`src/rtl/speed_cmd_arbiter.sv`:
```
// speed_cmd_arbiter: button/keyboard round-robin arbiter onto the shared speed code, tick rate-limited
// Define SPEED_ARB_AUTOREPEAT_EN to let a held button re-request after every cooldown.
module speed_cmd_arbiter #(
  parameter int SPEED_MIN     = 0,
  parameter int SPEED_MAX     = 8,
  parameter int SPEED_DEFAULT = 3,
  parameter int HOLD_TICKS    = 2,
  parameter int MSG_TICKS     = 8
) (
  input  logic       clk,
  input  logic       rst,
  input  logic       tick,
  input  logic       btn_up,
  input  logic       btn_down,
  input  logic       kb_valid,
  input  logic [7:0] kb_code,
  output logic [3:0] speed_code,
  output logic [1:0] grant,
  output logic       at_limit,
  output logic       disp_sel,
  output logic [7:0] msg_code,
  output logic       busy
);
  localparam logic [7:0] KB_UP     = 8'h2B;
  localparam logic [7:0] KB_DOWN   = 8'h1B;
  localparam logic [7:0] KB_PRESET = 8'h21;
  localparam logic [3:0] L_MIN  = 4'(SPEED_MIN);
  localparam logic [3:0] L_MAX  = 4'(SPEED_MAX);
  localparam logic [3:0] L_DEF  = 4'(SPEED_DEFAULT);
  localparam logic [3:0] L_HOLD = 4'(HOLD_TICKS);
  localparam logic [3:0] L_MSG  = 4'(MSG_TICKS);

  typedef enum logic {IDLE, COOLDOWN} state_t;

  state_t     r_state;
  logic [3:0] r_speed, r_cool, r_msg_cnt;
  logic [1:0] r_grant;
  logic       r_at_limit, r_disp, r_pend_v, r_last_kb;
  logic [7:0] r_msg, r_pend;

  logic       w_known, w_up, w_dn, w_btn_req, w_arb, w_use_kb;
  logic       w_step_up, w_step_dn, w_preset, w_clip;
  logic [3:0] w_next_speed;

  assign w_known = (kb_code == KB_UP) || (kb_code == KB_DOWN) || (kb_code == KB_PRESET);
  assign w_up    = btn_up & ~btn_down;
  assign w_dn    = btn_down & ~btn_up;

`ifdef SPEED_ARB_AUTOREPEAT_EN
  assign w_btn_req = w_up | w_dn;
`else
  logic r_mask;
  assign w_btn_req = (w_up | w_dn) & ~r_mask;
`endif

  assign w_arb    = tick && (r_state == IDLE) && (w_btn_req || r_pend_v);
  // keyboard wins a tie only when the button had the previous grant
  assign w_use_kb = r_pend_v & (~w_btn_req | ~r_last_kb);

  always_comb begin
    w_step_up    = w_use_kb ? (r_pend == KB_UP)   : w_up;
    w_step_dn    = w_use_kb ? (r_pend == KB_DOWN) : w_dn;
    w_preset     = w_use_kb & (r_pend == KB_PRESET);
    w_clip       = (w_step_up & (r_speed == L_MAX)) | (w_step_dn & (r_speed == L_MIN));
    w_next_speed = w_preset ? L_DEF :
                   w_clip ? r_speed :
                   w_step_up ? r_speed + 4'd1 :
                   w_step_dn ? r_speed - 4'd1 : r_speed;
  end

  always_ff @(posedge clk) begin
    if (rst) begin
      r_state    <= IDLE;
      r_speed    <= L_DEF;
      r_cool     <= '0;
      r_grant    <= '0;
      r_at_limit <= 1'b0;
      r_last_kb  <= 1'b1;
      r_pend_v   <= 1'b0;
      r_pend     <= '0;
      r_disp     <= 1'b0;
      r_msg      <= '0;
      r_msg_cnt  <= '0;
    end else begin
      r_grant    <= '0;
      r_at_limit <= 1'b0;
      if (w_arb) begin
        r_speed    <= w_next_speed;
        r_grant    <= {w_use_kb, ~w_use_kb};
        r_at_limit <= w_clip;
        r_last_kb  <= w_use_kb;
        r_cool     <= L_HOLD;
        r_state    <= COOLDOWN;
      end else if (tick && r_state == COOLDOWN) begin
        r_cool <= r_cool - 4'd1;
        if (r_cool == 4'd1) r_state <= IDLE;
      end
      // a fresh recognised code overrides the clear of the one being granted
      if (kb_valid && w_known) begin
        r_pend_v <= 1'b1;
        r_pend   <= kb_code;
      end else if (w_arb && w_use_kb) begin
        r_pend_v <= 1'b0;
      end
      if (w_arb && w_use_kb) begin
        r_disp    <= 1'b1;
        r_msg     <= r_pend;
        r_msg_cnt <= L_MSG;
      end else if (tick && r_disp) begin
        r_msg_cnt <= r_msg_cnt - 4'd1;
        if (r_msg_cnt == 4'd1) r_disp <= 1'b0;
      end
    end
  end

`ifndef SPEED_ARB_AUTOREPEAT_EN
  always_ff @(posedge clk) begin
    if (rst) r_mask <= 1'b0;
    else if (w_arb && !w_use_kb) r_mask <= 1'b1;
    else if (tick && r_state == IDLE && !(w_up || w_dn)) r_mask <= 1'b0;
  end
`endif

  assign speed_code = r_speed;
  assign grant      = r_grant;
  assign at_limit   = r_at_limit;
  assign disp_sel   = r_disp;
  assign msg_code   = r_msg;
  assign busy       = (r_state == COOLDOWN);
endmodule
```
`config.mk`:
```
export PLATFORM = sky130hd
export DESIGN_NAME = speed_cmd_arbiter
export DESIGN_NICKNAME = d
export VERILOG_FILES = /design/src/rtl/speed_cmd_arbiter.sv
export SDC_FILE = /design/constraint.sdc
export NUM_CORES = 1
export LEC_CHECK = 0
export ABC_AREA = 1
export CORE_MARGIN = 2
export CORE_UTILIZATION = 45
export CTS_CLUSTER_DIAMETER = 30
export DETAILED_ROUTE_END_ITERATION = 6
export GPL_ROUTABILITY_DRIVEN = 0
export GPL_TIMING_DRIVEN = 0
export PLACE_DENSITY_LB_ADDON = 0.2
export SYNTH_ARGS = -nofsm -noshare
export SYNTH_HDL_FRONTEND = slang
export SYNTH_SLANG_ARGS = --single-unit
```
`constraint.sdc`:
```
create_clock -name clk -period 3 [get_ports clk]
set_input_delay 0.6 -clock clk [delete_from_list [all_inputs] [get_ports clk]]
set_output_delay 0.6 -clock clk [all_outputs]
set_load 0.02 [all_outputs]
```
# Yosys cells after proc, flatten, opt, wreduce, memory -nomap -nowiden

Cells that the tools add are included.

$add $sub $neg: 4
Eq/ne operators: 10
Mux-type cells: 20
Bitwise gates (word level): 18
Reduce and logical (&&, ||, !) cells: 28

Operators by type and width:

| operator              | count |
|---|---|
| $eq A8 B6 Y1 const B  | 4 |
| $mux W4               | 6 |
| $eq A8 B5 Y1 const B  | 2 |
| $mux W1               | 12 |
| $reduce_bool A2 Y1    | 6 |
| $sub A4 B1 Y4 const B | 3 |
| $eq A4 B1 Y1 const B  | 2 |
| $logic_and A1 B1 Y1   | 8 |
| $not A1 Y1            | 8 |
| $and A1 B1 Y1         | 7 |
| $reduce_or A2 Y1      | 3 |
| $add A4 B1 Y4 const B | 1 |
| $eq A4 B4 Y1 const B  | 1 |
| $logic_not A4 Y1      | 1 |
| $logic_or A1 B1 Y1    | 4 |
| $mux W2               | 2 |
| $reduce_and A2 Y1     | 2 |
| $or A1 B1 Y1          | 3 |
| $reduce_and A3 Y1     | 1 |
| $reduce_bool A3 Y1    | 1 |
| $logic_not A1 Y1      | 2 |
| $ne A2 B2 Y1 const B  | 1 |

Register bits: 36
Bits of input ports: 14
Output and inout port bits: 17
Logic and storage cells: 94

# Longest topological paths before layout

Gate-level depths: netlist (run 1).

Depth after elaboration: 12
Depth in mapped cells: 17
Depth with buffers taken out: 17

# Least setup slack after synthesis (run 1)

OpenSTA, ideal clock, no wires.

Path kind: input to register
From: input btn_up
To: register r_speed[3], in the netlist speed_code[3]
Library setup time: 71 ps
Arrival: 2160 ps
Required time: 2929 ps
Setup slack: 770 ps
Stages on the path: 14
Path buffers: 0
Cell sequence: inv_1 > ha_1 > nor2_4 > a21oi_2 > nand2_2 > nand2_4 > ha_1 > nand2_1 > nand3b_1 > nand2_1 > nand2_1 > nand2_1 > nand2_1 > a21oi_1

Cells in the longest elaborated chain, start to end: 12
Elaborated cells on any way between the ends: 22
Classes of those cells: eq/ne (1); mux (5); bitwise (12); reduce/logical (4)

RTL lines:

| item                               | RTL line | RTL |
|---|---|---|
| from (decl)                        | 13       | `input logic btn_up,` |
| $not A1 Y1                         | 47       | `assign w_dn = btn_down & ~btn_up;` |
| $and A1 B1 Y1                      | 47       |  |
| $or A1 B1 Y1                       | 53       | `assign w_btn_req = (w_up \| w_dn) & ~r_mask;` |
| $and A1 B1 Y1                      | 53       |  |
| $not A1 Y1                         | 58       | `assign w_use_kb = r_pend_v & (~w_btn_req \| ~r_last_kb);` |
| $or A1 B1 Y1                       | 58       |  |
| $and A1 B1 Y1                      | 58       |  |
| $mux W1, on equally long branches  | 61, 62   |  |
| $and A1 B1 Y1                      | 64       | `w_clip = (w_step_up & (r_speed == L_MAX)) \| (w_step_dn & (r_speed == L_MIN));` |
| $or A1 B1 Y1                       | 64       |  |
| $ne A2 B2 Y1 (no source line)      | n/a      |  |
| $reduce_and A3 Y1 (no source line) | n/a      |  |
| to (signal assigned)               | 88       | `r_speed <= w_next_speed;` |
| to (decl)                          | 36       | `logic [3:0] r_speed, r_cool, r_msg_cnt;` |

Parallel ways exist; a longest one is shown, timed or not. The select of a mux whose other input is x is not followed.
A chain may end at the register's enable or synchronous reset.

# Worst setup path in the final report (run 1)

Ends and elaborated chain as after synthesis.

==> summary.txt, run 1 <==
Cells and area
  – Most common cell after layout, fill and taps aside: nand2_1
  – Final #Nets: 291
  – Layout overhead on the synthesized area: 24.87%
  – Multi-input combinational cell area: 825.8 um^2
  – Final design instance area without fill: 0.002148 mm^2
  – Antenna diode instance count: 0
  – Reg area: 720.7 um^2
  – Leading cell types in the layout, fill and taps excluded: 41 x nand2_1, 38 x inv_1, 36 x dfxtp_1
  – Layout cell share with drive strength beyond 1: 0.1004
  – Number of filler cells placed in the layout: 344

Die
  – I/O pins: 31
  – Placement row count: 22
  – Die boundary height: 65.83 um
  – Initial cell density of the core: 0.4699
  – Core region area: 0.003661 mm^2
  – Floorplan die width: 65.83 um
  – Area enclosed by the die boundary: 0.004334 mm^2

Routing
  – Remaining number of nets flagged by the antenna check after routing: 0
  – First-iteration detailed-routing DRC count: 84
  – Number of iterations in the first detailed-routing pass: 4
  – Number of design rule violations left after detail routing: 0
  – Vias per Instance: 4.975
  – Vias after detailed routing: 1577
  – Wire length after detailed routing: 3560 um
  – Wire length per cell after detailed routing: 11.23 um

Job
  – Number of violations of the max-capacitance limit: 0

STA
  – Final setup fails: 0
  – Post-route fraction of the period consumed by the critical path: 0.8788
  – Sum of negative setup slack: 0 ns
  – Worst hold slack: 0.4684 ns
  – Slew margin rel.: 0.6624
  – Actual transition at the worst max-transition pin: 0.5063 ns
  – Time the final worst path needs with I/O delays and setup: 2.636 ns
  – Count of pins over their slew limit: 0
  – Final hold viol count: 0
  – Max frequency: 379.3 MHz
  – Unrepaired setup endpoints after global routing: false
  – Worst-case clock skew: 0.006381 ns

Placement
  – Total half-perimeter wirelength after legalization and detailed placement: 2698 um
  – Post-placement cell area: 0.002071 mm^2
  – Count of input and output buffers: 29

CTS
  – Worst skew pair latency: 0.29 ns
  – CTS tree: yes
  – Hold-fix buffer count after cts: 0
  – Number of sinks on the clock net: 36
  – Setup repair bufs after CTS: 0
  – Number of instances resized during post-cts repair: 0
  – Clk buf depth: 2
  – Clock buffer count from CTS: 5
  – Clock tree root driver cell: clkbuf_8
  – H-tree depth reported by CTS: 2
  – Post-CTS clock slew at the launch and capture registers of the worst setup and hold paths: 0.07 ns

Power
  – Overall power consumption: 965.1 uW
  – Part of the total power dissipated in combinational logic: 0.142
  – Maximum resistive drop on vdd: 0.3503 mV
  – Internal power contribution: 709.3 uW
  – Power per Cell Area: 449.2 mW/mm^2
  – Proportion of total power due to net switching: 0.2651
  – Total leakage power: 0.0009005 uW
  – Fraction of power consumed by sequential logic: 0.523
  – Net switching power of the design: 255.8 uW
  – Fraction of power consumed by the clock network: 0.334

Global route
  – Global route total overflow: 0
  – Fraction of met1 tracks used by global routing: 0.2176
  – Met3 track demand over resource in global routing: 0.05281
  – Number of antenna violations at the first check in global routing: 0
  – Via count of the first global-routing pass: 1393
  – Met2 track utilization from global routing: 0.3093
  – Maximum number of pins on one net before global-route repair: 11
  – Global-route usage over all layers: 0.1829
  – First-pass GRT wire length: 5996 um
  – Global route hottest layer: met2

Outcome
  – Result of the run: completed

Logic synthesis
  – Warning count from the yosys run: 0
  – Simple-gate portion of the synthesized area: 0.2916
  – Largest area contributor in the netlist: dfxtp_1
  – Sequential-to-total area share from yosys stat: 0.4189
  – Synth Area in Adders: 0.05818
  – Compound-Gate Fraction of Synth Area: 0.1251
  – Net count after synthesis: 255
  – Top cell type's share of synthesized area: 0.4189
  – Average cell area after synthesis: 7.384 um^2
  – Combinational family with the most area after synthesis: simple AND/OR/NAND/NOR gates
  – Number of instances in the synthesized netlist: 233
  – Post-synthesis mux area share: 0
  – Number of unique standard cell types used by synthesis: 34
  – Parity-gate share of the synthesized area counting xor and xnor cells: 0.005091
  – Most area-consuming cells after synthesis: dfxtp_1 42%, nand2_1 8.9%, inv_1 8.3%, nand3_1 6.4%, ha_1 5.8%
  – Post-synthesis cell area: 0.001720 mm^2
  – Synth Register Bits: 36

Worst setup path
  – Type of element capturing the critical path: flop
  – Worst-path fanout max: 5
  – Startpoint type of the worst setup path: input pin
  – Arrival time at the worst endpoint: 2.85 ns
  – WS Path Type: input pin to flop
  – Number of cells on the worst reg-to-reg path: 14
  – Internal reg-to-reg setup slack: 1.06 ns
  – Worst endpoint required time: 3.21 ns

Hold path
  – Classification of the worst-slack hold path: flop to flop
  – Cell depth of the worst min-delay path: 2
[sequential cells by signal, indices dropped and copies added, names as in the netlist]
| name | count |
|---|---|
| at_limit | 1 |
| disp_sel | 1 |
| msg_code | 8 |
| r_mask | 1 |
| r_last_kb | 1 |
| r_msg_cnt | 4 |
| r_cool | 4 |
| grant | 2 |
| r_pend | 8 |
| speed_code | 4 |
| r_pend_v | 1 |
| busy | 1 |
[per-stage QoR]
stage | setup WS, ns | util | std cells
final | 0.3636 | 0.5868 | 317
after global routing | 0.1935 | 0.5868 | 317
after CTS | 0.3645 | 0.5868 | 317
after detailed placement | 0.06455 | 0.5656 | 310
after global placement | 0.09666 | 0.5656 | 310
after floorplan | 0.7699 | - | 233
[power by group through the flow]
stage | Combinational, uW | Sequential, uW | Clock [uW]
floorplan | 84.3 | 521 | 0
global placement | 136 | 516 | 0
detailed placement | 138 | 516 | 0
CTS | 138 | 505 | 329
global route | 156 | 507 | 351
finish | 137 | 505 | 323
[path summary, 6_finish.rpt]
path              from       endpoint
max             btn_up  speed_code[3]
min          r_pend[4]      r_pend[4]
max reg2reg  r_pend[2]  speed_code[3]
min reg2reg  r_pend[4]      r_pend[4]
[cells by family (layout without fill, tap and decap cells)]
family                     after synthesis  in the layout
buffers and inverters                   46             82
and+or+nand+nor                        104            104
DFF                                     36             36
adders and majority gates                8              8
AOI/OAI and AO/OA                       38             38
xor gates and xnor gates                 1              1
[layout make-up]
cell class              instances  area share
repair buffers                 29      0.1351
plain buffers                   4    0.007571
clock buffers                   6     0.03378
multi-input cells             151      0.3844
clock inverters                 1    0.002330
flip-flops and latches         36      0.3355
well taps                      48     0.02796
inverters                      42     0.07338
[Yosys cell counts]
cell type	number
a21oi_1	15
a21oi_2	1
a221oi_1	1
a31o_2	1
a31oi_1	1
and2_1	1
buf_1	1
buf_2	1
clkbuf_1	2
dfxtp_1	36
ha_1	8
inv_1	38
inv_2	4
nand2_1	41
nand2_2	6
nand2_4	2
nand3_1	22
nand3_2	1
nand3b_1	2
nand3b_2	1
nand4_1	1
nor2_1	15
nor2_2	1
nor2_4	1
nor3_1	6
nor4_1	3
o211ai_1	2
o21ai_0	13
o21ai_1	1
o21ai_2	1
o22ai_1	1
o31ai_1	1
or2_2	1
xor2_1	1
[routing by layer]
layer	wire length, um	part of all wire	vias up
met5	0	0	-
met4	61	0.017	0
met3	172	0.048	9
met2	1708	0.48	28
met1	1618	0.45	709
li1	-	-	831
[critical path: stages]
cell	delay (ns)
clkdlybuf4s50_1	0.48
inv_1	0.05
ha_1	0.33
nor2_4	0.13
a21oi_2	0.09
nand2_2	0.13
nand2_4	0.09
ha_1	0.34
nand2_1	0.06
nand3b_1	0.17
nand2_1	0.08
nand2_1	0.04
nand2_1	0.06
nand2_1	0.05
a21oi_1	0.14
Note: power is estimated with default switching activity, not from simulation.
==> run 2, diff against run 1 <==
--- a/config.mk
+++ b/config.mk
@@ -7,12 +7,12 @@
 export LEC_CHECK = 0
 export ABC_AREA = 1
 export CORE_MARGIN = 2
-export CORE_UTILIZATION = 45
+export CORE_UTILIZATION = 52
 export CTS_CLUSTER_DIAMETER = 30
 export DETAILED_ROUTE_END_ITERATION = 6
 export GPL_ROUTABILITY_DRIVEN = 0
-export GPL_TIMING_DRIVEN = 0
 export PLACE_DENSITY_LB_ADDON = 0.2
+export REMOVE_ABC_BUFFERS = 1
 export SYNTH_ARGS = -nofsm -noshare
 export SYNTH_HDL_FRONTEND = slang
 export SYNTH_SLANG_ARGS = --single-unit
==> summary.txt, run 2 (synthesis gave the netlist of run 1 again) <==
Outcome
  – Result of the run: completed

Cells and area
  – Most common cell after layout, fill and taps aside: nand2_1
  – Leading cell types in the layout, fill and taps excluded: 41 x nand2_1, 38 x inv_1, 36 x dfxtp_1
  – Antenna diode instance count: 0 (unchanged)
  – Layout cell share with drive strength beyond 1: 0.1074 (+0.007036)
  – Layout overhead on the synthesized area: 24.44%
  – Reg area: 720.7 um^2 (unchanged)
  – Final design instance area without fill: 0.002141 mm^2 (-0.35%)
  – Final cell count without fillers: 314 (-0.95%)
  – Final #Nets: 291 (unchanged)
  – Multi-input combinational cell area: 825.8 um^2 (unchanged)
  – Number of filler cells placed in the layout: 282 (-18%)

Hold path
  – End point of the most critical hold path: r_pend[0]
  – Cell depth of the worst min-delay path: 2 (unchanged)
  – Launch instance of the worst min-delay path: r_pend[0]
  – Classification of the worst-slack hold path: flop to flop

Global route
  – Global-route usage over all layers: 0.2139 (+0.03098)
  – Maximum number of pins on one net before global-route repair: 20 (+9)
  – First-pass GRT wire length: 5954 um (-0.70%)
  – Via count of the first global-routing pass: 1408 (+1.1%)
  – Global route total overflow: 0 (unchanged)
  – Number of antenna violations at the first check in global routing: 0 (unchanged)

Job
  – Number of violations of the max-capacitance limit: 0 (unchanged)

Die
  – Floorplan die width: 61.52 um (-6.5%)
  – I/O pins: 31 (unchanged)
  – Placement row count: 20 (-9.1%)
  – Initial cell density of the core: 0.5544 (+0.08451)
  – Die boundary height: 61.52 um (-6.5%)
  – Core region area: 0.003103 mm^2 (-15%)
  – Area enclosed by the die boundary: 0.003785 mm^2 (-13%)

Worst setup path
  – WS Path Type: input pin to flop
  – Most frequent cell on the critical path: nand2_1
  – Number of cells on the worst reg-to-reg path: 14 (unchanged)
  – Critical R2R Capture: speed_code[3]
  – Startpoint type of the worst setup path: input pin
  – Worst stage delay on the critical path: 0.48 ns (about the same)
  – Crit path cell chain: clkdlybuf4s50_1, inv_1, ha_1, nor2_4, nand2_1, nand2_2, nand2_2, nand2_4, ha_1, nand2_1, nand3b_1, nand2_1, nand2_1, nand2_1, nand2_1, a21oi_1
  – Worst-path fanout max: 5 (unchanged)
  – Reg2reg start: r_pend[2]
  – Internal reg-to-reg setup slack: 1.12 ns (+0.06 ns)
  – Critical-path top delay cell: clkdlybuf4s50_1
  – Arrival time at the worst endpoint: 2.80 ns (-0.05 ns)
  – Crit path buffers/inverters: 2 (unchanged)
  – Type of element capturing the critical path: flop
  – Kind of cell with the highest combined delay on the critical path: simple AND/OR/NAND/NOR gates
  – Worst endpoint required time: 3.28 ns (+0.07 ns)
  – Critical path depth in cells: 16 (+1)

STA
  – Post-route fraction of the period consumed by the critical path: 0.8401 (-0.03868)
  – Unrepaired setup endpoints after global routing: false
  – Time the final worst path needs with I/O delays and setup: 2.520 ns (-0.1160 ns)
  – Count of pins over their slew limit: 0 (unchanged)
  – Sum of negative setup slack: 0 ns (unchanged)
  – Final hold viol count: 0 (unchanged)
  – Fin worst setup slack: 0.4796 ns (+0.1160 ns)
  – Max frequency: 396.8 MHz (+4.6%)
  – Slew margin rel.: 0.7413 (+0.07886)
  – Final setup fails: 0 (unchanged)
  – Worst-case clock skew: 0.01321 ns (+0.006826 ns)
  – Actual transition at the worst max-transition pin: 0.3868 ns (-0.1195 ns)

Placement
  – Cells after DPL: 306 (-1.3%)
  – Count of input and output buffers: 30 (+3.4%)
  – Post-placement cell area: 0.002082 mm^2 (+0.54%)
  – Total half-perimeter wirelength after legalization and detailed placement: 2630 um (-2.5%)
  – Post-placement worst setup slack: 0.1438 ns (+0.07924 ns)

CTS
  – Clock tree root driver cell: clkbuf_4
  – Hold-fix buffer count after cts: 0 (unchanged)
  – Clk buf depth: 2 (unchanged)
  – CTS tree: yes
  – Clock buffer count from CTS: 5 (unchanged)
  – Number of instances resized during post-cts repair: 0 (unchanged)
  – H-tree depth reported by CTS: 2 (unchanged)
  – Setup repair bufs after CTS: 0 (unchanged)
  – Post-CTS clock slew at the launch and capture registers of the worst setup and hold paths: 0.11 ns (+0.04 ns)
  – Worst skew pair latency: 0.34 ns (+0.05 ns)
  – Number of sinks on the clock net: 36 (unchanged)

Routing
  – Number of design rule violations left after detail routing: 0 (unchanged)
  – Wire length after detailed routing: 3516 um (-1.2%)
  – Remaining number of nets flagged by the antenna check after routing: 0 (unchanged)
  – Number of iterations in the first detailed-routing pass: 4 (unchanged)
  – First-iteration detailed-routing DRC count: 91 (+8.3%)
  – Vias per Instance: 5.035 (+1.2%)
  – Wire length per cell after detailed routing: 11.20 um (-0.29%)
  – Vias after detailed routing: 1581 (+0.25%)

Power
  – Overall power consumption: 915.5 uW (-5.1%)
  – Maximum resistive drop on vdd: 0.2563 mV (-27%)
  – Total leakage power: 0.0009029 uW (+0.26%)
  – Power per Cell Area: 427.6 mW/mm^2 (-4.8%)
run 2: cell types whose count changed in the layout (fill, tap and decap cells not counted):
cell	before	now
buf_4	0	3
buf_1	1	0
clkbuf_4	0	5
clkbuf_1	3	2
clkinv_2	1	0
clkdlybuf4s50_1	29	30
clkbuf_8	5	1
buf_2	1	0
run 2: worst min-delay path, delay by kind of cell, from the launching register on:
kind | cells | cell delay (ns)
DFF | 1 | 0.32
AOI/OAI and AO/OA | 1 | 0.06
buffers and inverters | 1 | 0.06
run 2: through the flow:
step,utilization,hold WS (ns)
6_report,0.6899,0.4772
5_1_grt,0.6899,0.5082
4_1_cts,0.6899,0.4776
3_5_place_dp,0.6710,0.4630
3_3_place_gp,0.6710,0.4613
2_1_floorplan,-,0.4365
run 2: area by class of cell:
cell class	instances	area share
Clock buffer	8	0.02747
Inverter	42	0.07364
Multi-Input combinational cell	151	0.3857
Sequential cell	36	0.3366
Tap cell	44	0.02572
Timing Repair Buffer	33	0.1508
run 2: how the worst max path moves through the flow:
stage                 from       endpoint  slack (ns)
floorplan           btn_up  speed_code[2]        0.77
global placement    btn_up  speed_code[2]        0.19
detailed placement  btn_up  speed_code[2]        0.14
CTS                 btn_up  speed_code[3]        0.50
global route        btn_up  speed_code[2]        0.32
finish              btn_up  speed_code[3]        0.48
run 2: report_power, final:
group          internal, uW  switching [uW]
clock                   116             155
combinational          61.3            77.8
sequential              492            14.0
total                   669             247
run 2: per-layer routing:
metal	track usage	vias to the layer above	share of wire
met1	0.2713	702	0.46
met4	0.08207	0	0.0091
met3	0.06933	2	0.063
met5	0	-	0
met2	0.3383	52	0.47
li1	-	825	-
==> run 3, diff against run 2 <==
--- a/config.mk
+++ b/config.mk
@@ -7,7 +7,7 @@
 export LEC_CHECK = 0
 export ABC_AREA = 1
 export CORE_MARGIN = 2
-export CORE_UTILIZATION = 52
+export CORE_UTILIZATION = 46
 export CTS_CLUSTER_DIAMETER = 30
 export DETAILED_ROUTE_END_ITERATION = 6
 export GPL_ROUTABILITY_DRIVEN = 0
==> constraint.sdc (replaced) <==
create_clock -name clk -period 2.3 [get_ports clk]
set_input_delay 0.46 -clock clk [delete_from_list [all_inputs] [get_ports clk]]
set_output_delay 0.46 -clock clk [all_outputs]
set_load 0.02 [all_outputs]
==> summary.txt, run 3 (synthesis gave the netlist of run 1 again) <==
Global route
  – First-pass GRT wire length: 6182 um (+3.8%)
  – Number of antenna violations at the first check in global routing: 0 (unchanged)
  – Global-route usage over all layers: 0.1893 (-0.02466)
  – Via count of the first global-routing pass: 1500 (+6.5%)
  – Global route total overflow: 0 (unchanged)
  – Maximum number of pins on one net before global-route repair: 12 (-40%)

CTS
  – H-tree depth reported by CTS: 2 (unchanged)
  – Clock tree root driver cell: clkbuf_8
  – Hold-fix buffer count after cts: 0 (unchanged)
  – Post-CTS clock slew at the launch and capture registers of the worst setup and hold paths: 0.07 ns (-0.04 ns)
  – Number of sinks on the clock net: 36 (unchanged)
  – Worst skew pair latency: 0.28 ns (-0.06 ns)
  – Clock buffer count from CTS: 5 (unchanged)
  – Clk buf depth: 2 (unchanged)
  – CTS tree: yes

STA
  – Post-route fraction of the period consumed by the critical path: 0.8378
  – Worst hold slack: 0.4748 ns (-0.002338 ns)
  – Actual transition at the worst max-transition pin: 0.3383 ns (-0.04856 ns)
  – Slew margin rel.: 0.7724 (+0.03110)
  – Unrepaired setup endpoints after global routing: false
  – Fin worst setup slack: 0.3730 ns (-0.1066 ns)
  – Sum of negative setup slack: 0 ns (unchanged)
  – Count of pins over their slew limit: 0 (unchanged)
  – Final hold viol count: 0 (unchanged)
  – Max frequency: 518.9 MHz
  – Time the final worst path needs with I/O delays and setup: 1.927 ns
  – Final setup fails: 0 (unchanged)
  – Worst-case clock skew: 0.003820 ns (-0.009388 ns)

Worst setup path
  – Launching instance or port of the critical path: btn_up
  – Critical R2R Capture: speed_code[3]
  – Worst-path fanout max: 4 (-1)
  – WS Path Type: input pin to flop
  – Number of cells on the worst reg-to-reg path: 14 (unchanged)
  – Setup crit end: speed_code[3]
  – Startpoint type of the worst setup path: input pin
  – Internal reg-to-reg setup slack: 0.47 ns (-0.65 ns)
  – Worst endpoint required time: 2.51 ns (-0.77 ns)
  – Reg2reg start: r_pend[6]
  – Arrival time at the worst endpoint: 2.14 ns (-0.66 ns)
  – Type of element capturing the critical path: flop

Routing
  – First-iteration detailed-routing DRC count: 74 (-19%)
  – Vias per Instance: 4.789 (-4.9%)
  – Number of design rule violations left after detail routing: 0 (unchanged)
  – Wire length after detailed routing: 3620 um (+3.0%)
  – Vias after detailed routing: 1614 (+2.1%)
  – Number of iterations in the first detailed-routing pass: 4 (unchanged)
  – Wire length per cell after detailed routing: 10.74 um (-4.1%)
  – Remaining number of nets flagged by the antenna check after routing: 0 (unchanged)

Cells and area
  – Layout cell share with drive strength beyond 1: 0.1799 (+0.07252)
  – Final #Nets: 310 (+6.5%)
  – Layout overhead on the synthesized area: 37.09%
  – Multi-input combinational cell area: 855.8 um^2 (+3.6%)
  – Final cell count without fillers: 337 (+7.3%)
  – Most common cell after layout, fill and taps aside: nand2_1
  – Number of filler cells placed in the layout: 320 (+13%)
  – Final design instance area without fill: 0.002359 mm^2 (+10%)
  – Reg area: 720.7 um^2 (unchanged)
  – Leading cell types in the layout, fill and taps excluded: 41 x nand2_1, 37 x inv_1, 36 x dfxtp_1
  – Antenna diode instance count: 0 (unchanged)

Power
  – Total leakage power: 0.001021 uW (+13%)
  – Maximum resistive drop on vdd: 0.4702 mV (+83%)
  – Power per Cell Area: 562.8 mW/mm^2 (+32%)

Die
  – Die boundary height: 65.16 um (+5.9%)
  – Placement row count: 22 (+10%)
  – Initial cell density of the core: 0.4735 (-0.08095)
  – Floorplan die width: 65.16 um (+5.9%)
  – Core region area: 0.003633 mm^2 (+17%)
  – I/O pins: 31 (unchanged)
  – Area enclosed by the die boundary: 0.004245 mm^2 (+12%)

Placement
  – Post-placement cell area: 0.002230 mm^2 (+7.1%)
  – Post-placement worst setup slack: -0.3906 ns (-0.5343 ns)
  – Count of input and output buffers: 30 (unchanged)
  – Cells after DPL: 329 (+7.5%)
  – Total half-perimeter wirelength after legalization and detailed placement: 2830 um (+7.6%)

Outcome
  – Result of the run: completed

Job
  – Number of violations of the max-capacitance limit: 0 (unchanged)

Hold path
  – Classification of the worst-slack hold path: flop to flop
[run 3: area by class of cell]
cell class | instances | share of cell area
Clock inverter | 1 | 0.003183
Tap cell | 48 | 0.02546
Clock buffer | 7 | 0.03660
Multi-Input combinational cell | 151 | 0.3629
Inverter | 42 | 0.06684
Sequential cell | 36 | 0.3056
Timing Repair Buffer | 52 | 0.1995
[run 3: worst max-delay path, stage by stage]
cell	delay [ns]
dlymetal6s2s_1	0.13
inv_2	0.06
ha_4	0.24
nor2_4	0.10
a21oi_2	0.08
nand2_2	0.10
nand2_4	0.08
ha_4	0.28
nand2_1	0.05
nand3b_1	0.18
nand2_1	0.08
nand2_1	0.05
nand2_1	0.05
nand2_1	0.04
a21oi_1	0.14
[run 3: how the worst min path moves through the flow]
stage | start | endpoint | depth (start not counted) | slack [ns]
floorplan | r_pend[2] | r_pend[2] | 2 | 0.44
global placement | r_pend[7] | r_pend[7] | 2 | 0.46
detailed placement | r_pend[0] | r_pend[0] | 2 | 0.47
CTS | r_pend[0] | r_pend[0] | 2 | 0.48
global route | r_pend[2] | r_pend[2] | 2 | 0.50
finish | r_pend[4] | r_pend[4] | 2 | 0.47
[run 3: per-layer routing]
metal  track usage  share of wire  up-vias
li1              -              -      861
met1        0.2367           0.48      711
met2        0.3131           0.45       33
met3       0.04623          0.048        9
met4       0.07813          0.017        0
met5             0              0        -
[run 3: what timing repair did]
| action | 4_1_cts | 5_1_grt |
|---|---|---|
| pin swaps | 0 | 3 |
| resized for setup | 2 | 4 |
| buffers inserted | 0 | 0 |
| endpoints found under the setup margin | 2 | 3 |
[run 3: where the power goes]
group	switching, uW	leakage (uW)	total, uW	internal [uW]
registers	18.6	0.000291	660	642
logic	108	0.000686	209	101
clock network	215	0.0000445	458	243
total	341	0.00102	1330	986
[run 3: through the flow]
step | power (uW) | utilization
final | 1327 | 0.6491
after global routing | 1394 | 0.6491
after CTS | 1342 | 0.6464
after detailed placement | 876.8 | 0.6136
after global placement | 874.7 | 0.6136
after floorplan | 785.7 | -
